`config.mk`:
```
export PLATFORM = sky130hd
export DESIGN_NAME = switch_encoder_8to3
export DESIGN_NICKNAME = d
export VERILOG_FILES = /design/src/rtl/switch_encoder_8to3.sv
export SDC_FILE = /design/constraint.sdc
export NUM_CORES = 1
export LEC_CHECK = 0
export CAP_MARGIN = 20
export CORE_AREA = 2 2 77 79
export CTS_BUF_LIST = sky130_fd_sc_hd__clkbuf_4 sky130_fd_sc_hd__clkbuf_8 sky130_fd_sc_hd__clkbuf_16
export CTS_CLUSTER_SIZE = 14
export DETAILED_ROUTE_END_ITERATION = 12
export DIE_AREA = 0 0 79 81
export PLACE_DENSITY_LB_ADDON = 0.2
export SLEW_MARGIN = 20
export SYNTH_ARGS = -nofsm -noshare
export SYNTH_HDL_FRONTEND = slang
export SYNTH_SLANG_ARGS = --single-unit
```
`constraint.sdc`:
```
create_clock -name clock -period 4.45 [get_ports clock]
set_input_delay 0.89 -clock clock [delete_from_list [all_inputs] [get_ports clock]]
set_output_delay 0.89 -clock clock [all_outputs]
set_load 0.01 [all_outputs]
```
`src/rtl/switch_encoder_8to3.sv`:
```
// Board switch front end: two-flop synchroniser, debounce, then a registered
// 8-to-3 priority encoder with a one-cycle strobe whenever {valid,value} changes.
module switch_encoder_8to3 #(
  parameter int DEBOUNCE_CYCLES = 50000,
  parameter bit PRIORITY_HIGH   = 1'b1
) (
  input  logic       clock,
  input  logic       reset,
  input  logic [7:0] switches,
  output logic [2:0] value,
  output logic       valid,
  output logic       multi,
  output logic       change,
  output logic [7:0] sw_stable
);
  localparam int CW = (DEBOUNCE_CYCLES > 1) ? $clog2(DEBOUNCE_CYCLES) : 1;
  localparam logic [CW-1:0] CNT_LAST = CW'(DEBOUNCE_CYCLES - 1);

  logic [7:0]    sync1, sync2, cand;
  logic [CW-1:0] cnt;
  logic [2:0]    enc_val;
  logic          enc_vld;
  logic [3:0]    ones;

  always_comb begin
    enc_val = '0;
    ones    = '0;
    if (PRIORITY_HIGH) begin
      for (int i = 0; i < 8; i++)
        if (sw_stable[i]) enc_val = 3'(i);
    end else begin
      for (int i = 7; i >= 0; i--)
        if (sw_stable[i]) enc_val = 3'(i);
    end
    for (int i = 0; i < 8; i++)
      ones = ones + 4'(sw_stable[i]);
    enc_vld = |sw_stable;
  end

  always_ff @(posedge clock) begin
    if (reset) begin
      sync1     <= '0;
      sync2     <= '0;
      cand      <= '0;
      cnt       <= '0;
      sw_stable <= '0;
      value     <= '0;
      valid     <= 1'b0;
      multi     <= 1'b0;
      change    <= 1'b0;
    end else begin
      sync1 <= switches;
      sync2 <= sync1;
      cand  <= sync2;
      // Any movement of the synced vector, or no pending difference, restarts the count.
      if (sync2 == sw_stable || sync2 != cand) begin
        cnt <= '0;
      end else if (cnt == CNT_LAST) begin
        sw_stable <= sync2;
        cnt       <= '0;
      end else begin
        cnt <= cnt + 1'b1;
      end
      valid  <= enc_vld;
      value  <= enc_val;
      multi  <= (ones > 4'd1);
      change <= ({enc_vld, enc_val} != {valid, value});
    end
  end
endmodule

```
Yosys cells after proc, flatten, opt, wreduce, memory -nomap -nowiden

Cells that the tools add are included.

Add/sub/neg operators: 8
Magnitude comparators: 1
Eq/ne operators: 4
Mux-type cells: 7
Bitwise operators: 1
Reductions and logical operators: 4

Operators by type and width:

| kind                                                | number |
|---|---|
| two-way mux 3 bit                                   | 6 |
| adder 16 x 1 -> 16 bit (second input constant)      | 1 |
| adder 4 x 1 -> 4 bit                                | 4 |
| == test 16 bit (second input constant)              | 1 |
| == test 8 bit                                       | 1 |
| != test 8 bit                                       | 1 |
| OR reduction 8 bit                                  | 1 |
| adder 3 x 1 -> 4 bit                                | 1 |
| > comparator 4 x 1 -> 1 bit (second input constant) | 1 |
| != test 4 bit                                       | 1 |
| adder 2 x 1 -> 3 bit                                | 1 |
| OR reduction 3 bit                                  | 1 |
| adder 1 x 1 -> 2 bit                                | 1 |
| AND reduction 2 bit                                 | 1 |
| logical OR 1 bit                                    | 1 |
| two-way mux 1 bit                                   | 1 |
| inverter 1 bit                                      | 1 |

Bits in registers: 54
Bits of input ports: 10
Output and inout bits: 14
Word-level logic and storage cells: 34

Longest topological paths before layout

Depth in word-level cells: 8
Gate-level depth with buffers: 12

Worst setup path after synthesis

OpenSTA, ideal clock, no wires.

Path kind: reg-to-reg
From: reg sw_stable[0]
To: reg multi
Setup time: 132 ps
Arrival time: 2,673 ps
Data required time: 4,318 ps
Setup slack: 1,644 ps
Cell stages (with the launch flop): 13
Path buffers: 0
Period minus slack after synthesis: 2,806 ps
Cells stage by stage: dfxtp_1 fa_1 inv_1 fa_1 fa_1 inv_1 ha_1 inv_1 fa_1 inv_1 nand3_1 o21ai_0 a21oi_1

Cells in the longest elaborated chain, start to end: 8

Ends and longest elaborated chain:

| what                               | line | text |
|---|---|---|
| from (decl)                        | 14   | `output logic [7:0] sw_stable` |
| from (signal assigned)             | 59   | `sw_stable <= sync2;` |
| adder 1 x 1 -> 2 bit               | 36   | `ones = ones + 4'(sw_stable[i]);` |
| adder 2 x 1 -> 3 bit               | 36   |  |
| adder 3 x 1 -> 4 bit               | 36   |  |
| adder 4 x 1 -> 4 bit (4 in series) | 36   |  |
| > comparator 4 x 1 -> 1 bit        | 66   | `multi <= (ones > 4'd1);` |
| to (signal assigned)               | 66   |  |
| to (decl)                          | 12   | `output logic multi,` |

No other way between the ends.
A chain may end at the register's enable or synchronous reset.

Worst setup path after layout

From: reg sw_stable[3]
To: reg multi

Cells in the longest elaborated chain, start to end: 6

Ends and longest elaborated chain:

| what                               | line |
|---|---|
| adder 3 x 1 -> 4 bit               | 36 |
| adder 4 x 1 -> 4 bit (4 in series) | 36 |
| > comparator 4 x 1 -> 1 bit        | 66 |

No other way between the ends.

==> metrics.md <==
| Metric | Value |
|---|---|
| Post-CTS sizing | `0` |
| Synth top area cells | `dfxtp_1 48%, nor2b_1 7.8%, xor2_1 6.6%` |
| Reg2Reg Depth | `12` |
| Initial Util | `39.7%` |
| TNS Setup | `0 ps` |
| Min Clock Period, post-route | `2920 ps` |
| Adder-Cell Fraction of Synth Area | `6.33%` |
| Status | `finished, final reports clean` |
| R2R Setup Slk | `1530 ps` |
| First-pass GRT wire length | `6.43 mm` |
| Die height | `81 um` |
| Register area | `0.00108 mm^2` |
| Vias in the first global route | `1420` |
| Commonest cells post-synth | `54 x dfxtp_1, 33 x nor2_1, 28 x nor2b_1` |
| Yosys warnings | `0` |
| Htree depth | `2` |
| Worst skew pair latency | `300 ps` |
| Area of the multi-input gates | `0.00109 mm^2` |
| DRC | `0` |
| Critical path type | `register to register` |
| Worst Setup EP | `multi` |
| Mapped Avg Cell Area | `9.89 um^2` |
| Synthesized flop and latch total | `54` |
| Worst hold path startpoint | `sync1[2]` |
| Unique cell type count in the Yosys netlist | `30` |
| Count leader, synth | `dfxtp_1` |
| Number of synthesized flops with an enable pin | `0` |
| Number of setup buffers added after CTS | `0` |
| Via count | `1480` |
| Mapped Area | `0.00225 mm^2` |
| N_diodes | `0` |
| Cells after Synth | `228` |
| Final hold violation count | `0` |
| Worst Setup SP | `sw_stable[3]` |
| Slowest-stage cell, CP | `dfxtp_1` |
| Clock Skew | `10.3 ps` |
| Area Overhead vs Synth | `17.9%` |
| Leakage Power | `1.01 nW` |
| Slew margin rel. | `56.5%` |
| Fill count | `538` |
| Data arrival time at the worst-slack endpoint | `3100 ps` |
| GPL Wtd Cong | `0.857` |
| Ys flop type | `dfxtp_1` |
| P per Cell Area | `305 mW/mm^2` |
| Max-cap violation count | `0` |
| Number of routed nets with antenna violations | `0` |
| Initial antenna violation count | `0` |
| Synth top area share | `47.9%` |
| Main combinational cell family by area after synthesis | `simple AND/OR/NAND/NOR gates` |
| Clock sink count | `54` |
| Total wire length | `3.78 mm` |
| Post-synth ARST share | `0%` |
| Tot Pwr | `0.811 mW` |
| Slew Viols, Final | `0` |
| VDD IR max | `0.214 mV` |
| Site row count | `28` |
| Post-layout util | `46.8%` |
| Fmax | `0.343 GHz` |
| Largest net degree at the start of global routing | `40` |
| I/O pin cnt | `24` |
| CTS tree | `yes` |
| Overall Global Routing Usage | `12.6%` |
| Hold buffers post-CTS | `0` |
| NumNets Final | `273` |
| Compound-Gate Fraction of Synth Area | `3.00%` |
| Worst EP required | `4630 ps` |
| Clock Tree Root | `clkbuf_8` |
| Clock buffer count from CTS | `5` |
| Area leader, netlist | `dfxtp_1` |
| Register area share after synthesis | `47.9%` |
| Final setup violation count | `0` |
| Worst-path fanout max | `7` |
| CP endpoint kind | `register` |
| Routed length per instance | `11.4 um` |
| Mux cell area share after synthesis | `4.00%` |
| Post-DP Area | `0.00256 mm^2` |
| Worst Tran Pin Value | `646 ps` |
| Core Box Area | `0.00568 mm^2` |
| Crit-path cells | `fa_1, inv_1, fa_1, fa_1, inv_1, ha_1, inv_1, fa_1, inv_1, nand3_1, o21ai_0, a21oi_1` |
| RSZ-0062 raised after global routing | `no` |
| Clock Path Buffers | `2` |
| Design area | `0.00266 mm^2` |
| Slowest stage delay, CP | `480 ps` |
| Period utilisation layout | `65.6%` |
| Die footprint | `0.00640 mm^2` |
| Port Buf Inserts | `23` |
| Drt pass-1 iters | `4` |
| Worst hold path type | `register to register` |
| Via density | `4.48` |
| Layout cells sized above 1 | `7.84%` |
| Synth Area in Simple Gates | `22.8%` |
| Reg-to-Reg End | `multi` |
| Reg-to-Reg Start | `sw_stable[3]` |
| Worst Setup Start Kind | `register` |
| DIE WIDTH | `79 um` |
| Synthesized net count | `247` |
| GRT overflow | `0` |
| Starting DRC count in detailed routing | `44` |
| DP HPWL | `2.63 mm` |
| Worst-path clk slew | `100 ps` |
| Post-Synth XOR/XNOR Area | `12.4%` |
worst max-delay path, delay by kind of cell (launching register included):
kind | cells | cell delay [ps]
buffers and inverters | 4 | 270
AND/OR/NAND/NOR | 1 | 70
AO/OA/AOI/OAI | 2 | 150
flip-flops | 1 | 480
adder cells (fa/ha/maj) | 5 | 1820
state kept, by name, indices dropped and copies added, names as in the netlist:
name and flops:
cnt 16, cand 8, sw_stable 8, sync1 8, sync2 8, value 3, change 1, multi 1
valid 1
report_power, final:
part | switching (mW) | total [mW] | internal [mW]
clock | 0.164 | 0.278 | 0.114
combinational | 0.0177 | 0.0364 | 0.0186
sequential | 0.00502 | 0.497 | 0.492
total | 0.187 | 0.811 | 0.625
per-layer routing:
layer	vias to the layer above	GRT usage (%)	share of wire (%)
met5	-	0	0
met4	0	4.14	1.2
met3	4	3.11	3.1
met2	20	20.3	43
met1	671	16.7	53
li1	785	-	-
cell families (layout without fill, tap and decap cells):
| group | count (synthesis) | after routing |
|---|---|---|
| fa+ha+maj | 9 | 9 |
| xor+xnor | 32 | 32 |
| compound gates | 11 | 11 |
| buf+inv | 20 | 47 |
| mux | 8 | 8 |
| flops | 54 | 54 |
| simple gates | 94 | 94 |
through the flow:
step | setup WS (ps) | cells | hold slack (ps)
6_report | 1530 | 330 | 434
5_1_grt | 1310 | 330 | 461
4_1_cts | 1530 | 330 | 436
3_5_place_dp | 1540 | 322 | 425
3_3_place_gp | 1620 | 322 | 417
2_1_floorplan | 1640 | 228 | 414
area by class of cell:
cell class,instances,area share (%)
multi-input combinational,154,41.2
clock inverter,3,0.942
timing repair buffer,24,8.95
inverter,15,2.12
sequential,54,40.7
tap,75,3.53
clock buffer,5,2.59
worst min-delay path by stage:
stage | to | slack [ps] | cells past startpoint
after floorplan | sync2[0] | 410 | 1
after global placement | sync2[6] | 420 | 1
after detailed placement | sync2[2] | 420 | 1
after CTS | sync2[2] | 440 | 1
after global routing | sync2[4] | 460 | 1
final | sync2[2] | 430 | 1
placed cells by master, fill, tap and decap left out, types with 2 or more instances in the layout:
cell              n
fa_1              4
nor2b_1          28
nor2_1           33
nor4_1            3
nand4_1           5
nand2_1           7
or4b_1            2
o21ai_0           2
mux2_2            8
xor2_1           17
nor3_1            2
xnor2_1          15
clkbuf_8          5
inv_1            15
clkdlybuf4s50_1  23
dfxtp_1          54
a21oi_1           4
nand3_1           8
ha_1              5
No activity file was read; power rests on OpenSTA's default activity.
